`config.mk`:
```
export PLATFORM = sky130hd
export DESIGN_NAME = program_loader_flat
export DESIGN_NICKNAME = d
export VERILOG_FILES = /design/src/rtl/program_loader_if.sv /design/src/rtl/program_loader.sv /design/src/flat_wrapper.sv
export SDC_FILE = /design/constraint.sdc
export NUM_CORES = 1
export LEC_CHECK = 0
export CORE_MARGIN = 2
export CORE_UTILIZATION = 35
export CTS_CLUSTER_SIZE = 12
export DETAILED_ROUTE_END_ITERATION = 10
export SYNTH_ARGS = -nofsm -noshare
export SYNTH_HDL_FRONTEND = slang
export SYNTH_SLANG_ARGS = --single-unit
```
`constraint.sdc`:
```
create_clock -name clk -period 3 [get_ports clk]
set_input_delay 0.75 -clock clk [delete_from_list [all_inputs] [get_ports clk]]
set_output_delay 0.75 -clock clk [all_outputs]
set_load 0.05 [all_outputs]
```
`src/rtl/program_loader_if.sv`:
```
// Byte-stream input and instruction-memory write port of the program loader.
// The slave modport is the loader; the master modport is the source/memory side.
interface program_loader_if #(
  parameter int unsigned ADDR_WIDTH = 32
);
  logic [7:0]            rx_data_i;
  logic                  rx_valid_i;
  logic                  rx_ready_o;
  logic                  imem_we_o;
  logic [ADDR_WIDTH-1:0] imem_addr_o;
  logic [31:0]           imem_wdata_o;

  modport slave (
    input  rx_data_i,
    input  rx_valid_i,
    output rx_ready_o,
    output imem_we_o,
    output imem_addr_o,
    output imem_wdata_o
  );

  modport master (
    output rx_data_i,
    output rx_valid_i,
    input  rx_ready_o,
    input  imem_we_o,
    input  imem_addr_o,
    input  imem_wdata_o
  );
endinterface

```
`src/rtl/program_loader.sv`:
```
// Boot loader: receives a framed byte stream (16-bit word count, big-endian
// payload words, XOR checksum), writes the words into instruction memory and
// releases the core from reset once the image checksum matches.
module program_loader #(
  parameter int unsigned MEMORY_DEPTH = 256,
  parameter int unsigned ADDR_WIDTH   = 32
) (
  input  logic                  clk,
  input  logic                  reset,
  input  logic                  start_i,
  program_loader_if.slave       bus,
  output logic                  cpu_reset_o,
  output logic                  busy_o,
  output logic                  done_o,
  output logic                  error_o,
  output logic [15:0]           words_loaded_o
);

  localparam logic [2:0] StIdle  = 3'd0;
  localparam logic [2:0] StHdrHi = 3'd1;
  localparam logic [2:0] StHdrLo = 3'd2;
  localparam logic [2:0] StData  = 3'd3;
  localparam logic [2:0] StCsum  = 3'd4;
  localparam logic [2:0] StRun   = 3'd5;
  localparam logic [2:0] StError = 3'd6;

  logic [2:0]            state_q, state_d;
  logic [15:0]           count_q, count_d;
  logic [1:0]            byte_cnt_q, byte_cnt_d;
  logic [23:0]           word_buf_q, word_buf_d;
  logic [7:0]            xor_q, xor_d;
  logic [15:0]           words_q, words_d;
  logic                  we_q, we_d;
  logic [ADDR_WIDTH-1:0] addr_q, addr_d;
  logic [31:0]           wdata_q, wdata_d;
  logic                  cpu_reset_q, busy_q, done_q, error_q;

  logic                  rx_ready;
  logic                  xfer;
  logic [15:0]           count_rx;

  // Stream is accepted in every loading state, independent of rx_valid_i.
  assign rx_ready = (state_q == StHdrHi) || (state_q == StHdrLo) ||
                    (state_q == StData)  || (state_q == StCsum);
  assign xfer     = rx_ready && bus.rx_valid_i;
  assign count_rx = {count_q[15:8], bus.rx_data_i};

  // Next-state: frame parsing, word assembly and checksum accumulation.
  always_comb begin
    state_d    = state_q;
    count_d    = count_q;
    byte_cnt_d = byte_cnt_q;
    word_buf_d = word_buf_q;
    xor_d      = xor_q;
    words_d    = words_q;
    we_d       = 1'b0;
    addr_d     = addr_q;
    wdata_d    = wdata_q;

    if (start_i) begin
      // Restart wins over any byte arriving in the same cycle.
      state_d    = StHdrHi;
      byte_cnt_d = 2'd0;
      xor_d      = 8'd0;
      words_d    = 16'd0;
    end else if (xfer) begin
      case (state_q)
        StHdrHi: begin
          count_d = {bus.rx_data_i, 8'd0};
          xor_d   = xor_q ^ bus.rx_data_i;
          state_d = StHdrLo;
        end
        StHdrLo: begin
          count_d = count_rx;
          xor_d   = xor_q ^ bus.rx_data_i;
          if ({16'd0, count_rx} > MEMORY_DEPTH) begin
            state_d = StError;
          end else if (count_rx == 16'd0) begin
            state_d = StCsum;
          end else begin
            state_d = StData;
          end
        end
        StData: begin
          xor_d = xor_q ^ bus.rx_data_i;
          if (byte_cnt_q == 2'd3) begin
            we_d       = 1'b1;
            wdata_d    = {word_buf_q, bus.rx_data_i};
            addr_d     = ADDR_WIDTH'({words_q, 2'b00});
            words_d    = words_q + 16'd1;
            byte_cnt_d = 2'd0;
            if (words_q + 16'd1 == count_q) begin
              state_d = StCsum;
            end
          end else begin
            word_buf_d = {word_buf_q[15:0], bus.rx_data_i};
            byte_cnt_d = byte_cnt_q + 2'd1;
          end
        end
        StCsum: begin
          state_d = (bus.rx_data_i == xor_q) ? StRun : StError;
        end
        default: ;
      endcase
    end
  end

  // State and registered outputs; status flags decode the upcoming state.
  always_ff @(posedge clk) begin
    if (reset) begin
      state_q     <= StIdle;
      count_q     <= 16'd0;
      byte_cnt_q  <= 2'd0;
      word_buf_q  <= 24'd0;
      xor_q       <= 8'd0;
      words_q     <= 16'd0;
      we_q        <= 1'b0;
      addr_q      <= '0;
      wdata_q     <= 32'd0;
      cpu_reset_q <= 1'b1;
      busy_q      <= 1'b0;
      done_q      <= 1'b0;
      error_q     <= 1'b0;
    end else begin
      state_q     <= state_d;
      count_q     <= count_d;
      byte_cnt_q  <= byte_cnt_d;
      word_buf_q  <= word_buf_d;
      xor_q       <= xor_d;
      words_q     <= words_d;
      we_q        <= we_d;
      addr_q      <= addr_d;
      wdata_q     <= wdata_d;
      cpu_reset_q <= (state_d != StRun);
      busy_q      <= (state_d == StHdrHi) || (state_d == StHdrLo) ||
                     (state_d == StData)  || (state_d == StCsum);
      done_q      <= (state_d == StRun);
      error_q     <= (state_d == StError);
    end
  end

  assign bus.rx_ready_o   = rx_ready;
  assign bus.imem_we_o    = we_q;
  assign bus.imem_addr_o  = addr_q;
  assign bus.imem_wdata_o = wdata_q;
  assign cpu_reset_o      = cpu_reset_q;
  assign busy_o           = busy_q;
  assign done_o           = done_q;
  assign error_o          = error_q;
  assign words_loaded_o   = words_q;

endmodule

```
`src/flat_wrapper.sv`:
```
// flat-port wrapper written by rule: the top's interface ports become plain ports
module program_loader_flat 
#(
  parameter int unsigned MEMORY_DEPTH = 256,
  parameter int unsigned ADDR_WIDTH   = 32
)
  (clk, reset, start_i, cpu_reset_o, busy_o, done_o, error_o, words_loaded_o, bus_rx_data_i, bus_rx_valid_i, bus_rx_ready_o, bus_imem_we_o, bus_imem_addr_o, bus_imem_wdata_o);
  program_loader_if #(.ADDR_WIDTH(ADDR_WIDTH)) bus_i ();
  input  logic clk;
  input  logic reset;
  input  logic start_i;
  output logic cpu_reset_o;
  output logic busy_o;
  output logic done_o;
  output logic error_o;
  output logic [15:0] words_loaded_o;
  input wire logic [$bits(bus_i.rx_data_i)-1:0] bus_rx_data_i;
  input wire logic [$bits(bus_i.rx_valid_i)-1:0] bus_rx_valid_i;
  output wire logic [$bits(bus_i.rx_ready_o)-1:0] bus_rx_ready_o;
  output wire logic [$bits(bus_i.imem_we_o)-1:0] bus_imem_we_o;
  output wire logic [$bits(bus_i.imem_addr_o)-1:0] bus_imem_addr_o;
  output wire logic [$bits(bus_i.imem_wdata_o)-1:0] bus_imem_wdata_o;
  assign bus_i.rx_data_i = bus_rx_data_i;
  assign bus_i.rx_valid_i = bus_rx_valid_i;
  assign bus_rx_ready_o = bus_i.rx_ready_o;
  assign bus_imem_we_o = bus_i.imem_we_o;
  assign bus_imem_addr_o = bus_i.imem_addr_o;
  assign bus_imem_wdata_o = bus_i.imem_wdata_o;
  program_loader #(.MEMORY_DEPTH(MEMORY_DEPTH), .ADDR_WIDTH(ADDR_WIDTH)) u_core (.clk(clk), .reset(reset), .start_i(start_i), .bus(bus_i), .cpu_reset_o(cpu_reset_o), .busy_o(busy_o), .done_o(done_o), .error_o(error_o), .words_loaded_o(words_loaded_o));
endmodule
```
==> impl_metrics.env <==
export IMPL_critPathBufInv=2
export IMPL_end_kind="flip-flop"
export IMPL_finalCritPeriodShare=0.972
export IMPL_yosysWarnings=0
export IMPL_placed_cells=941
export IMPL_clock_fmax_mhz=343
export IMPL_critical_path_startpoint="u_core.words_loaded_o[1]"
export IMPL_clock_path_buffers=2
export IMPL_synth_async_reset_ratio=0
export IMPL_gr_total_overflow=0
export IMPL_syn_inst=689
export IMPL_final_cells=974
export IMPL_startpoint_type="flip-flop"
export IMPL_clock_sinks=122
export IMPL_cts_buffers=17
export IMPL_finClkSkew_ns=0.0101
export IMPL_via_per_inst=5.09
export IMPL_wirelength_mm=14.2
export IMPL_finalMaxSlewViolations=0
export IMPL_h_tree_depth=4
export IMPL_worstMarginPinSlew_ns=0.672
export IMPL_grt_total_usage=0.182
export IMPL_critPathKind="reg -> reg"
export IMPL_pre_cts_slack_ns=-0.0695
export IMPL_worstPathArrival_ns=3.23
export IMPL_period_needed_ns=2.92
export IMPL_critPathRequiredTime_ns=3.31
export IMPL_reg2reg_to="u_core.busy_o"
export IMPL_syn_area_um2=5380
export IMPL_setup_slack_ns=0.0827
export IMPL_cp_max_fo=10
export IMPL_nFillCells=1456
export IMPL_dieArea_um2=16400
export IMPL_grt_pass1_wl_mm=23.3
export IMPL_antenna_found_initial=0
export IMPL_vias=4955
export IMPL_core_area_um2=15100
export IMPL_gp_congestion=0.893
export IMPL_regArea_um2=2460
export IMPL_areaGrowthSynthToFinish_pct=33.4
export IMPL_timing_rr_start="u_core.words_loaded_o[1]"
export IMPL_crit_path_top_delay_cell="a2111oi_4"
export IMPL_dieHeight_um=128
export IMPL_critical_path_top_delay_family="compound AO/OA/AOI/OAI gates"
export IMPL_multiInputGateArea_um2=2660
export IMPL_row_count=45
export IMPL_drive_above_1_share=0.118
export IMPL_syn_area_per_cell_um2=7.81
export IMPL_ys_seq_area_frac=0.454
export IMPL_reg2reg_depth=12
export IMPL_grt_max_degree=94
export IMPL_crit_end="u_core.busy_o"
export IMPL_cp_cell_sequence="ha_1 > xor2_1 > a2111o_1 > a2111oi_4 > nand4_1 > a2111oi_4 > buf_4 > nor2_1 > o221ai_1 > buf_4 > nand2b_4 > mux2i_1"
export IMPL_first_iter_violations=367
export IMPL_whs_ns=0.452
export IMPL_cts_tree="yes"
export IMPL_synth_flop_cell="dfxtp_1"
export IMPL_ant_nets=0
export IMPL_cp_depth=12
export IMPL_first_pass_iters=5
export IMPL_max_stage_delay_ns=0.40
export IMPL_cts_hold_buffers=0
export IMPL_ys_ff_latch=122
export IMPL_drv_cap=0
export IMPL_start_util=0.356
export IMPL_final_hold_viol_count=0
export IMPL_route_detailed_drc=0
export IMPL_r2r_slack_ns=0.08
export IMPL_dp_hpwl_mm=9.89
export IMPL_antenna_cells=0
export IMPL_ioPinCount=98
export IMPL_ys_types=53
export IMPL_max_vdd_ir_drop_v=0.000394
export IMPL_setup_violations=0
export IMPL_numPortBuffers=81
export IMPL_worstSkewPairLatency_ns=0.42
export IMPL_die_w_um=128
export IMPL_wl_per_cell_um=14.6
export IMPL_min_path_type="reg -> reg"
export IMPL_path_clk_slew_ns=0.06
export IMPL_fin_nets=788
export IMPL_outcome="finished, final reports clean"
export IMPL_slew_headroom=0.548
export IMPL_power_density_nw_per_um2=573
export IMPL_finalSetupTns_ns=0
export IMPL_clockRootBuffer="clkbuf_16"
export IMPL_grt_pass1_vias=4865
export IMPL_p_leak_nw=2.55
export IMPL_p_total_mw=4.12
export IMPL_synth_edff_count=0
[worst min-delay path by stage]
stage                                    from                          end  slack (ns)  cells past startpoint
floorplan               u_core.word_buf_q[16]  u_core.bus.imem_wdata_o[24]        0.43                      2
global placement    u_core.bus.imem_addr_o[7]    u_core.bus.imem_addr_o[7]        0.44                      2
global route        u_core.bus.imem_addr_o[5]    u_core.bus.imem_addr_o[5]        0.47                      2
finish              u_core.bus.imem_addr_o[8]    u_core.bus.imem_addr_o[8]        0.45                      2
detailed placement  u_core.bus.imem_addr_o[5]    u_core.bus.imem_addr_o[5]        0.45                      2
CTS                 u_core.bus.imem_addr_o[5]    u_core.bus.imem_addr_o[5]        0.45                      2
[cells by family after synthesis]
family / synth area share
adder cells (fa/ha/maj): 0.00698
XOR/XNOR: 0.0765
AND/OR/NAND/NOR: 0.252
flip-flops: 0.454
AO/OA/AOI/OAI: 0.132
other: 0.000697
multiplexers: 0.00744
buffers and inverters: 0.0695
[through the flow]
| step | utilization | area, um2 |
|---|---|---|
| after global routing | 0.476 | 7180 |
| after floorplan | - | 5450 |
| after detailed placement | 0.429 | 6470 |
| final | 0.476 | 7180 |
| after global placement | 0.429 | 6470 |
| after CTS | 0.473 | 7140 |
[cell usage after synthesis, drive strengths merged (3+ instances only)]
| cell | n | area (um2) |
|---|---|---|
| xor2 | 30 | 263 |
| nand3 | 28 | 140 |
| mux2i | 4 | 40.0 |
| inv | 11 | 41.3 |
| nor2 | 37 | 139 |
| nand2 | 188 | 706 |
| nand2b | 3 | 26.3 |
| dfxtp | 122 | 2440 |
| or3 | 6 | 37.5 |
| a21oi | 99 | 495 |
| ha | 3 | 37.5 |
| nand4 | 8 | 65.1 |
| buf | 26 | 170 |
| o21ai | 8 | 40.0 |
| xnor2 | 17 | 149 |
| clkbuf | 43 | 163 |
| and4 | 3 | 26.3 |
| nor3 | 11 | 55.1 |
| nor4 | 8 | 50.1 |
[layer usage]
metal / vias up / global-route usage / wire (um) / share of wire
li1: 2425 / - / - / -
met1: 2345 / 0.224 / 6320 / 0.45
met2: 160 / 0.296 / 6710 / 0.47
met3: 25 / 0.0605 / 892 / 0.063
met4: 0 / 0.0718 / 252 / 0.018
met5: - / 0 / 0 / 0
[flip-flops by register name, indices dropped and copies added, names as in the netlist, 2 cells and up]
| name | count |
|---|---|
| u_core.byte_cnt_q | 2 |
| u_core.words_loaded_o | 16 |
| u_core.count_q | 16 |
| u_core.word_buf_q | 24 |
| u_core.xor_q | 8 |
| u_core.state_q | 3 |
| u_core.bus.imem_addr_o | 16 |
| u_core.bus.imem_wdata_o | 32 |
[placed cells by master, fill, tap and decap left out, types with 7 or more instances in the layout]
cell type and count:
inv_1 11, conb_1 16, buf_4 36, dfxtp_2 7
xnor2_1 17, nor3_1 10, a21oi_1 99, nand4_1 7
xor2_1 30, nand3_1 28, nand2_1 187, clkbuf_16 17
dfxtp_1 113, nor2_1 36, clkdlybuf4s50_1 80
[area by class of cell]
| cell class | count | share of cell area |
|---|---|---|
| Multi-Input combinational cell | 502 | 0.370 |
| Sequential cell | 122 | 0.343 |
| Timing Repair Buffer | 119 | 0.156 |
| Clock buffer | 20 | 0.0636 |
| Tap cell | 188 | 0.0328 |
| Clock inverter | 12 | 0.0293 |
| Inverter | 11 | 0.00575 |
[power by group]
part           switching, mW  total [mW]  internal, mW
clock                  0.760        2.29          1.53
combinational          0.139       0.193        0.0539
sequential           0.00891        1.64          1.63
[what timing repair did]
item                                    4_1_cts  5_1_grt
endpoints found under the setup margin        1        5
setup buffers                                 0        1
pin swaps                                     1        4
gates resized for setup                       0        4
[worst reg2reg max path, stage by stage, from the launching register on]
cell and delay (ns):
dfxtp_4 0.37, ha_1 0.31, xor2_1 0.16, a2111o_1 0.39, a2111oi_4 0.20, nand4_1 0.19, a2111oi_4 0.40, buf_4 0.19
nor2_1 0.05, o221ai_1 0.19, buf_4 0.19, nand2b_4 0.05, mux2i_1 0.11
Power figures use the tool's default switching activity.
